--- src/rtl/axis_width_pkg.sv ---
// Shared AXI-Stream width-conversion helpers (used by the 8->32 packer and 32->8 unpacker).
package axis_width_pkg;

    localparam int unsigned WORD_BYTES = 4;

    localparam logic [WORD_BYTES-1:0] KEEP_1B = 4'b0001;
    localparam logic [WORD_BYTES-1:0] KEEP_2B = 4'b0011;
    localparam logic [WORD_BYTES-1:0] KEEP_3B = 4'b0111;
    localparam logic [WORD_BYTES-1:0] KEEP_4B = 4'b1111;

    // Byte count of a right-justified keep: highest set lane index + 1 (0 for 0000).
    function automatic logic [2:0] keep_to_nbytes(input logic [WORD_BYTES-1:0] keep);
        logic [2:0] n;
        n = 3'd0;
        if (keep[3]) begin
            n = 3'd4;
        end else if (keep[2]) begin
            n = 3'd3;
        end else if (keep[1]) begin
            n = 3'd2;
        end else if (keep[0]) begin
            n = 3'd1;
        end
        return n;
    endfunction

    // True for the right-justified patterns and the empty keep.
    function automatic logic keep_is_legal(input logic [WORD_BYTES-1:0] keep);
        return (keep == 4'b0000) || (keep == KEEP_1B) || (keep == KEEP_2B) ||
               (keep == KEEP_3B) || (keep == KEEP_4B);
    endfunction

endpackage

--- src/rtl/axis_32to8.sv ---
// 32-bit to 8-bit AXI-Stream down-converter; highest kept lane goes out first.
// Also reports the byte length of every completed frame.
module axis_32to8
    import axis_width_pkg::*;
#(
    parameter int unsigned DEBUG     = 0,
    parameter int unsigned LEN_WIDTH = 16
) (
    input  logic                 clk,
    input  logic                 reset_n,
    input  logic [31:0]          axis_tdata_in,
    input  logic [3:0]           axis_tkeep_in,
    input  logic                 axis_tvalid_in,
    input  logic                 axis_tlast_in,
    output logic                 axis_tready_out,
    output logic [7:0]           axis_tdata_out,
    output logic                 axis_tvalid_out,
    output logic                 axis_tlast_out,
    output logic                 axis_tfirst_out,
    input  logic                 axis_tready_in,
    output logic                 keep_err,
    output logic [LEN_WIDTH-1:0] frame_len_out,
    output logic                 frame_len_valid
);

    logic [31:0]          word_q;
    logic [2:0]           rem_q;
    logic                 last_q;
    logic                 first_q;
    logic                 keep_err_q;
    logic [LEN_WIDTH-1:0] cnt_q;
    logic [LEN_WIDTH-1:0] len_q;
    logic                 len_valid_q;

    logic                 load_c;
    logic                 byte_hs_c;
    logic                 keep_bad_c;
    logic [2:0]           nbytes_c;
    logic [LEN_WIDTH-1:0] cnt_inc_c;

    assign nbytes_c        = keep_to_nbytes(axis_tkeep_in);
    assign axis_tvalid_out = (rem_q != 3'd0);
    assign axis_tlast_out  = last_q && (rem_q == 3'd1);
    // Accept the next word in the same cycle the final held byte leaves, so bytes stay gap-free.
    assign axis_tready_out = reset_n &&
                             ((rem_q == 3'd0) ||
                              ((rem_q == 3'd1) && axis_tvalid_out && axis_tready_in));
    assign load_c          = axis_tvalid_in && axis_tready_out;
    assign byte_hs_c       = axis_tvalid_out && axis_tready_in;
    // An empty keep carrying tlast loses the frame end, so it is flagged like an illegal keep.
    assign keep_bad_c      = !keep_is_legal(axis_tkeep_in) ||
                             ((axis_tkeep_in == 4'b0000) && axis_tlast_in);
    assign cnt_inc_c       = (&cnt_q) ? cnt_q : cnt_q + LEN_WIDTH'(1);

    assign axis_tfirst_out = first_q;
    assign keep_err        = keep_err_q;
    assign frame_len_out   = len_q;
    assign frame_len_valid = len_valid_q;

    // Select lane rem_q-1 of the holding word.
    always_comb begin
        axis_tdata_out = 8'h00;
        case (rem_q)
            3'd1:    axis_tdata_out = word_q[7:0];
            3'd2:    axis_tdata_out = word_q[15:8];
            3'd3:    axis_tdata_out = word_q[23:16];
            3'd4:    axis_tdata_out = word_q[31:24];
            default: axis_tdata_out = 8'h00;
        endcase
    end

    // Holding word: a load overrides the byte-handshake decrement.
    always_ff @(posedge clk) begin
        if (!reset_n) begin
            word_q <= 32'h0;
            rem_q  <= 3'd0;
            last_q <= 1'b0;
        end else if (load_c) begin
            word_q <= axis_tdata_in;
            rem_q  <= nbytes_c;
            last_q <= axis_tlast_in;
        end else if (byte_hs_c) begin
            rem_q  <= rem_q - 3'd1;
        end
    end

    // Frame byte counter and frame-length strobe.
    always_ff @(posedge clk) begin
        if (!reset_n) begin
            cnt_q       <= '0;
            len_q       <= '0;
            len_valid_q <= 1'b0;
        end else begin
            len_valid_q <= 1'b0;
            if (byte_hs_c) begin
                if (axis_tlast_out) begin
                    len_q       <= cnt_inc_c;
                    len_valid_q <= 1'b1;
                    cnt_q       <= '0;
                end else begin
                    cnt_q       <= cnt_inc_c;
                end
            end
        end
    end

    // First-byte marker and sticky keep error.
    always_ff @(posedge clk) begin
        if (!reset_n) begin
            first_q    <= 1'b1;
            keep_err_q <= 1'b0;
        end else begin
            if (byte_hs_c) begin
                first_q <= axis_tlast_out;
            end
            if (load_c && keep_bad_c) begin
                keep_err_q <= 1'b1;
            end
        end
    end

    // Optional probe register for an attached logic analyser.
    if (DEBUG != 0) begin : g_debug
        (* mark_debug = "true" *) logic [3:0] dbg_probe_unused;
        // Capture load handshake, keep error and length strobe.
        always_ff @(posedge clk) begin
            dbg_probe_unused <= {axis_tvalid_in, axis_tready_out, keep_err_q, len_valid_q};
        end
    end

endmodule

--- config.mk ---
export PLATFORM = sky130hd
export DESIGN_NAME = axis_32to8
export DESIGN_NICKNAME = d
export VERILOG_FILES = /design/src/rtl/axis_width_pkg.sv /design/src/rtl/axis_32to8.sv
export SDC_FILE = /design/constraint.sdc
export NUM_CORES = 1
export LEC_CHECK = 0
export ABC_CLOCK_PERIOD_IN_PS = 2600
export CAP_MARGIN = 30
export CORE_UTILIZATION = 50
export CTS_CLUSTER_DIAMETER = 60
export DETAILED_ROUTE_END_ITERATION = 16
export PLACE_DENSITY = 0.78
export SLEW_MARGIN = 20
export SYNTH_ARGS = -nofsm -noshare
export SYNTH_HDL_FRONTEND = slang
export SYNTH_SLANG_ARGS = --single-unit
--- constraint.sdc ---
create_clock -name clk -period 2.6 [get_ports clk]
set_clock_uncertainty 0.2 [all_clocks]
set_input_delay 0.52 -clock clk [delete_from_list [all_inputs] [get_ports clk]]
set_output_delay 0.52 -clock clk [all_outputs]
set_load 0.02 [all_outputs]
==> reports/metrics.cfg, run 1 <==
[pwr]
ir_drop_v = 0.0006314
p_seq_frac = 0.415
pwr-share-clk = 0.261
p_switching_mw = 1.262
combPwrFrac = 0.324
power_switching_share = 0.3622
p_int_mw = 2.223
p_leak_nw = 1.607
power_density_nw_per_um2 = 783.6

[setup_path]
critical_path_class = flip-flop to primary output
reg2regPathDepth = 7
arrival_ps = 1770
startpoint_type = flip-flop
crit_required_ps = 1880
r2r_end = frame_len_out[5]
slowest_delay_ps = 400
crit_fanout = 12
cp_cell_sequence = inv_1 -> buf_4 -> ha_2 -> nand2b_1 -> dlygate4sd2_1
cp-end-kind = primary output
reg2reg_slack_ps = 160
r2r-start = rem_q[1]
critPathSlowestCell = dfxtp_1

[place]
port_buffers = 70
placed_cells = 568
dpl.hpwl_um = 6389
place.gp.congestion = 0.8783

[cts]
cts_buffers = 9
cts_tree = yes
cts_hold_buf = 0
clockBufferDepth = 2
cts_sinks = 71
root_buffer = clkbuf_8
cts_setup_buffers = 0
insertion_delay_ps = 360
path_clk_slew_ps = 80
htree_num_levels = 3

[synthesis]
ys_seq_area_frac = 0.4131
yosys_warnings = 0
synth_edf_count = 0
syn_nets = 485
avgSynthCellArea_sq_um = 7.856
synthArstFlopShare = 0
synth-seq-cells = 71
synth_area_sq_um = 3441
syn-instance-count = 438
synth_cell_type_count = 55
synth_ff_type = dfxtp_1

[timing]
hold_viol = 0
finalSetupTns_ps = 0
worst_slew_pin_slew_ps = 615.1
setup-violations-final = 0
fin_hold_ws_ps = 247.2
timing.final.crit_share = 0.9590
drv_slew = 0
fmax_mhz = 401.1
slew_headroom = 0.5861
min_period_ps = 2493
rsz0062_at_grt = true

[drt]
wirelength_um = 9049
firstDrtPassIters = 13
post_drt_wl_per_cell_um = 15.49
ant_nets = 0
dr_total_vias = 3458
drt_iter0_markers = 349
viasPerCell = 5.921
drc = 3

[cells_and_area]
num_antenna_cells = 0
layout_commonest_cell = nand2_1
mostFrequentLayoutCells = nand2_1 (94), dfxtp_1 (71), clkdlybuf4s50_1 (59)
final_cells = 584
layout-drive-gt1-share = 0.1262
nNetsFinal = 549
syn_to_final_growth_pct = 29.24

[die]
die_w_um = 84.96
core_sq_um = 6495
fp-row-count = 29
dieArea_sq_um = 7217
start_util = 0.5298
die_height_um = 84.96
io_pins = 71

[worst_hold_path]
min_path_cells = 2
hp-class = flip-flop to flip-flop
min_from = frame_len_out[15]
whs_endpoint = frame_len_out[15]

[outcome]
status = finished, violations left
violations = design-rule violations

[global_routing]
grt_pass1_vias = 3142
track_usage = 0.2633
grt_overflow = 0
antenna_found_initial = 0
grt_first_pass_wirelength_um = 14900
grt_start_max_net_pins = 65

[flow_run]
max_cap_viol_count = 0

## sequential cells by signal, indices dropped and copies added, names as in the netlist
register,count
word_q,32
cnt_q,16
frame_len_out,16
rem_q,3
axis_tfirst_out,1
frame_len_valid,1
keep_err,1
last_q,1
## stage by stage
step                utilization  cell area [sq um]  setup WS, ps  power (mW)
finish                   0.6846               4447         106.7       3.485
global route             0.6846               4447        -4.874       3.689
CTS                      0.6898               4481        -74.04       3.501
detailed placement       0.6592               4282        -59.53       2.616
global placement         0.6592               4282        -110.5       2.582
floorplan                     -               3441         465.8       2.117
## cell usage after synthesis (all sizes together), types with 8 or more instances
cell type  number  area share
nor2           11       0.012
buf            12       0.017
dfxtp          71        0.41
nand2          94        0.10
clkbuf         28       0.031
a21oi          16       0.023
inv            15       0.016
o21ai          61       0.089
a222oi          8       0.023
nand3          22       0.033
o211ai          9       0.020
## critical path, delay by kind of cell, from the launching register on
kind	cells	cell delay, ps
adder cells (fa/ha/maj)	1	240
flip-flops	1	400
buffers and inverters	3	580
AND/OR/NAND/NOR	1	200
## logic make-up (layout without fill, tap and decap cells)
group | Yosys count | count (layout) | share of synthesized area
adders and majority gates | 6 | 6 | 0.02182
and+or+nand+nor | 168 | 168 | 0.2353
AOI/OAI and AO/OA | 133 | 133 | 0.2520
buffers and inverters | 55 | 124 | 0.06473
DFF | 71 | 71 | 0.4131
muxes | 1 | 1 | 0.002909
xor gates and xnor gates | 4 | 4 | 0.01018
## power groups by stage
stage | Clock [mW] | Sequential (mW) | Combinational (mW)
after detailed placement | 0 | 1.46 | 1.16
after CTS | 0.923 | 1.44 | 1.14
after floorplan | 0 | 1.39 | 0.729
after global routing | 0.985 | 1.46 | 1.24
final | 0.911 | 1.45 | 1.13
after global placement | 0 | 1.45 | 1.13
## worst max-delay path by stage
stage	startpoint	end	slack [ps]	cells after the start
floorplan	cnt_q[0]	cnt_q[7]	470	6
global placement	reset_n	axis_tready_out	-110	4
detailed placement	reset_n	axis_tready_out	-60	4
CTS	rem_q[0]	axis_tdata_out[3]	-70	5
global route	rem_q[1]	axis_tlast_out	-5	6
finish	rem_q[1]	axis_tvalid_out	110	5
## per-layer routing
layer	vias up	GRT usage	share of wire	wire length [um]
met5	-	0	0	0
li1	1703	-	-	-
met3	22	0.07198	0.062	561
met2	142	0.4120	0.46	4147
met4	0	0.08783	0.018	163
met1	1591	0.3518	0.46	4176
## cell type report
cell class,instances,area [sq um]
clock buffer,9,123.9
clock inverter,7,78.83
fill,528,2048
inverter,15,56.30
multi-input combinational,312,1807
sequential,71,1421
tap,77,96.34
timing repair buffer,93,863.3
## what timing repair did
action	in CTS	in global routing
resized for setup	33	14
endpoints found under the hold margin	0	0
pin swaps	6	5
endpoints found under the setup margin	11	8
No activity file was read; power rests on OpenSTA's default activity.
==> run 2: changes to the inputs <==
--- a/config.mk
+++ b/config.mk
@@ -7,10 +7,9 @@
 export LEC_CHECK = 0
 export ABC_CLOCK_PERIOD_IN_PS = 2600
 export CAP_MARGIN = 30
-export CORE_UTILIZATION = 50
+export CORE_UTILIZATION = 35
 export CTS_CLUSTER_DIAMETER = 60
 export DETAILED_ROUTE_END_ITERATION = 16
-export PLACE_DENSITY = 0.78
 export SLEW_MARGIN = 20
 export SYNTH_ARGS = -nofsm -noshare
 export SYNTH_HDL_FRONTEND = slang
==> reports/metrics.cfg, run 2 (synthesized netlist as in run 1, its figures left out) <==
[timing]
hold_viol = 0  ; unchanged
finalSetupTns_ps = 0  ; unchanged
slew_headroom = 0.5433  ; -0.04284
timing.final.crit_share = 0.9735  ; +0.01453
fmax_mhz = 395.1  ; -1.5%
rsz0062_at_grt = false
setup_ws_ps = 68.96  ; -37.77 ps
min_period_ps = 2531  ; +37.77 ps
setup-violations-final = 0  ; unchanged
drv_slew = 0  ; unchanged
worst_slew_pin_slew_ps = 678.8  ; +63.67 ps

[die]
die_w_um = 101.2  ; +19%
core_sq_um = 9371  ; +44%
dieArea_sq_um = 10230  ; +42%
start_util = 0.3672  ; -0.1626
die_height_um = 101.2  ; +19%
io_pins = 71  ; unchanged
fp-row-count = 35  ; +21%

[cts]
cts_setup_buffers = 0  ; unchanged
insertion_delay_ps = 350  ; about the same
cts_hold_buf = 0  ; unchanged
clockBufferDepth = 2  ; unchanged
path_clk_slew_ps = 80  ; about the same
root_buffer = clkbuf_8
htree_num_levels = 3  ; unchanged
cts_tree = yes
cts_buffers = 9  ; unchanged
cts_sinks = 71  ; unchanged

[cells_and_area]
largest_register_ff_count = 32  ; unchanged
num_antenna_cells = 0  ; unchanged
layout-drive-gt1-share = 0.1345  ; +0.008270
utilization = 0.4870  ; -0.1976
final_area_sq_um = 4564  ; +2.6%
regMostFlops = word_q
fillers = 930  ; +76%
nNetsFinal = 555  ; +1.1%
layout_commonest_cell = nand2_1
syn_to_final_growth_pct = 32.65
mostFrequentLayoutCells = nand2_1 (94), dfxtp_1 (69), clkdlybuf4s50_1 (59)

[place]
place.gp.congestion = 0.8846  ; +0.72%
port_buffers = 70  ; unchanged
placed_area_sq_um = 4367  ; +2.0%
dpl.hpwl_um = 6609  ; +3.4%
dp_slack_ps = -95.66  ; -36.13 ps

[drt]
drt_iter0_markers = 181  ; -48%
ant_nets = 0  ; unchanged
viasPerCell = 5.260  ; -11%
firstDrtPassIters = 5  ; -8
drc = 0  ; -3
dr_total_vias = 3377  ; -2.3%
post_drt_wl_per_cell_um = 14.24  ; -8.1%
wirelength_um = 9143  ; +1.0%

[pwr]
p_switching_mw = 1.250  ; -0.98%
combPwrFrac = 0.352  ; +0.028
p_total_mw = 3.552  ; +1.9%
p_int_mw = 2.302  ; +3.6%
p_leak_nw = 1.640  ; +2.0%
p_seq_frac = 0.397  ; -0.018
ir_drop_v = 0.0003867  ; -39%
power_switching_share = 0.3518  ; -0.01033
pwr-share-clk = 0.250  ; -0.011
power_density_nw_per_um2 = 778.1  ; -0.70%

[global_routing]
grt_first_pass_wirelength_um = 15060  ; +1.0%
grt_start_max_net_pins = 65  ; unchanged
grt_overflow = 0  ; unchanged
track_usage = 0.1894  ; -0.07391
antenna_found_initial = 0  ; unchanged
grt_pass1_vias = 3081  ; -1.9%

[setup_path]
startpoint_type = flip-flop
crit_fanout = 7  ; -5
crit_required_ps = 1880  ; about the same
cp-end-kind = primary output
arrival_ps = 1810  ; +40 ps
critical_path_class = flip-flop to primary output

[flow_run]
max_cap_viol_count = 0  ; unchanged

[worst_hold_path]
hp-class = flip-flop to flip-flop

[outcome]
status = complete, no violations

run 2: per-layer routing:
metal	global-route usage	up-vias	wire length, um
li1	-	1710	-
met1	0.2516	1558	4184
met2	0.3019	96	4349
met3	0.03520	13	449
met4	0.08027	0	160
met5	0	-	0
run 2: worst paths after layout:
check	start	end	slack, ps	cells past startpoint
worst max register to register	rem_q[1]	frame_len_out[8]	230	9
worst max-delay path	rem_q[0]	axis_tdata_out[3]	70	5
worst min-delay path	frame_len_out[15]	frame_len_out[15]	250	2
worst min register to register	frame_len_out[15]	frame_len_out[15]	250	2
run 2: through the flow:
step                std cells  hold slack [ps]
floorplan                 438            235.3
global placement          626            232.9
detailed placement        626            242.3
CTS                       642            253.2
global route              642            261.2
finish                    642            248.0
run 2: layout make-up:
class                      instances  area (sq um)  area share
multi-input combinational        312          1817      0.3980
tap                              129         161.4     0.03536
sequential                        71          1424      0.3120
clock buffer                      10         137.6     0.03015
clock inverter                     6         60.06     0.01316
inverter                          15         56.30     0.01234
timing repair buffer              99         908.4      0.1990
run 2: power groups by stage:
stage	logic (mW)	clock network [mW]	registers, mW
2_1_floorplan	0.729	0	1.39
3_3_place_gp	1.23	0	1.43
3_5_place_dp	1.24	0	1.43
4_1_cts	1.23	0.916	1.41
5_1_grt	1.37	0.957	1.43
6_report	1.25	0.889	1.41
run 2: what timing repair did:
action / CTS / global route
resized for setup: 30 / 14
cloned: 0 / 0
pin swaps: 1 / 2
endpoints found under the setup margin: 11 / 10
run 2: worst max-delay path: stages (launching register included):
cell and delay (ps):
dfxtp_2 350, inv_1 60, ha_2 230, a222oi_1 360, o21ai_0 170, clkdlybuf4s15_1 310
==> run 3: changes to the inputs <==
--- a/config.mk
+++ b/config.mk
@@ -10,7 +10,7 @@
 export CORE_UTILIZATION = 35
 export CTS_CLUSTER_DIAMETER = 60
 export DETAILED_ROUTE_END_ITERATION = 16
-export SLEW_MARGIN = 20
+export SLEW_MARGIN = 40
 export SYNTH_ARGS = -nofsm -noshare
 export SYNTH_HDL_FRONTEND = slang
 export SYNTH_SLANG_ARGS = --single-unit
==> results of run 3 <==
Same layout as run 2: the final DEF is identical, and so are final timing and power.
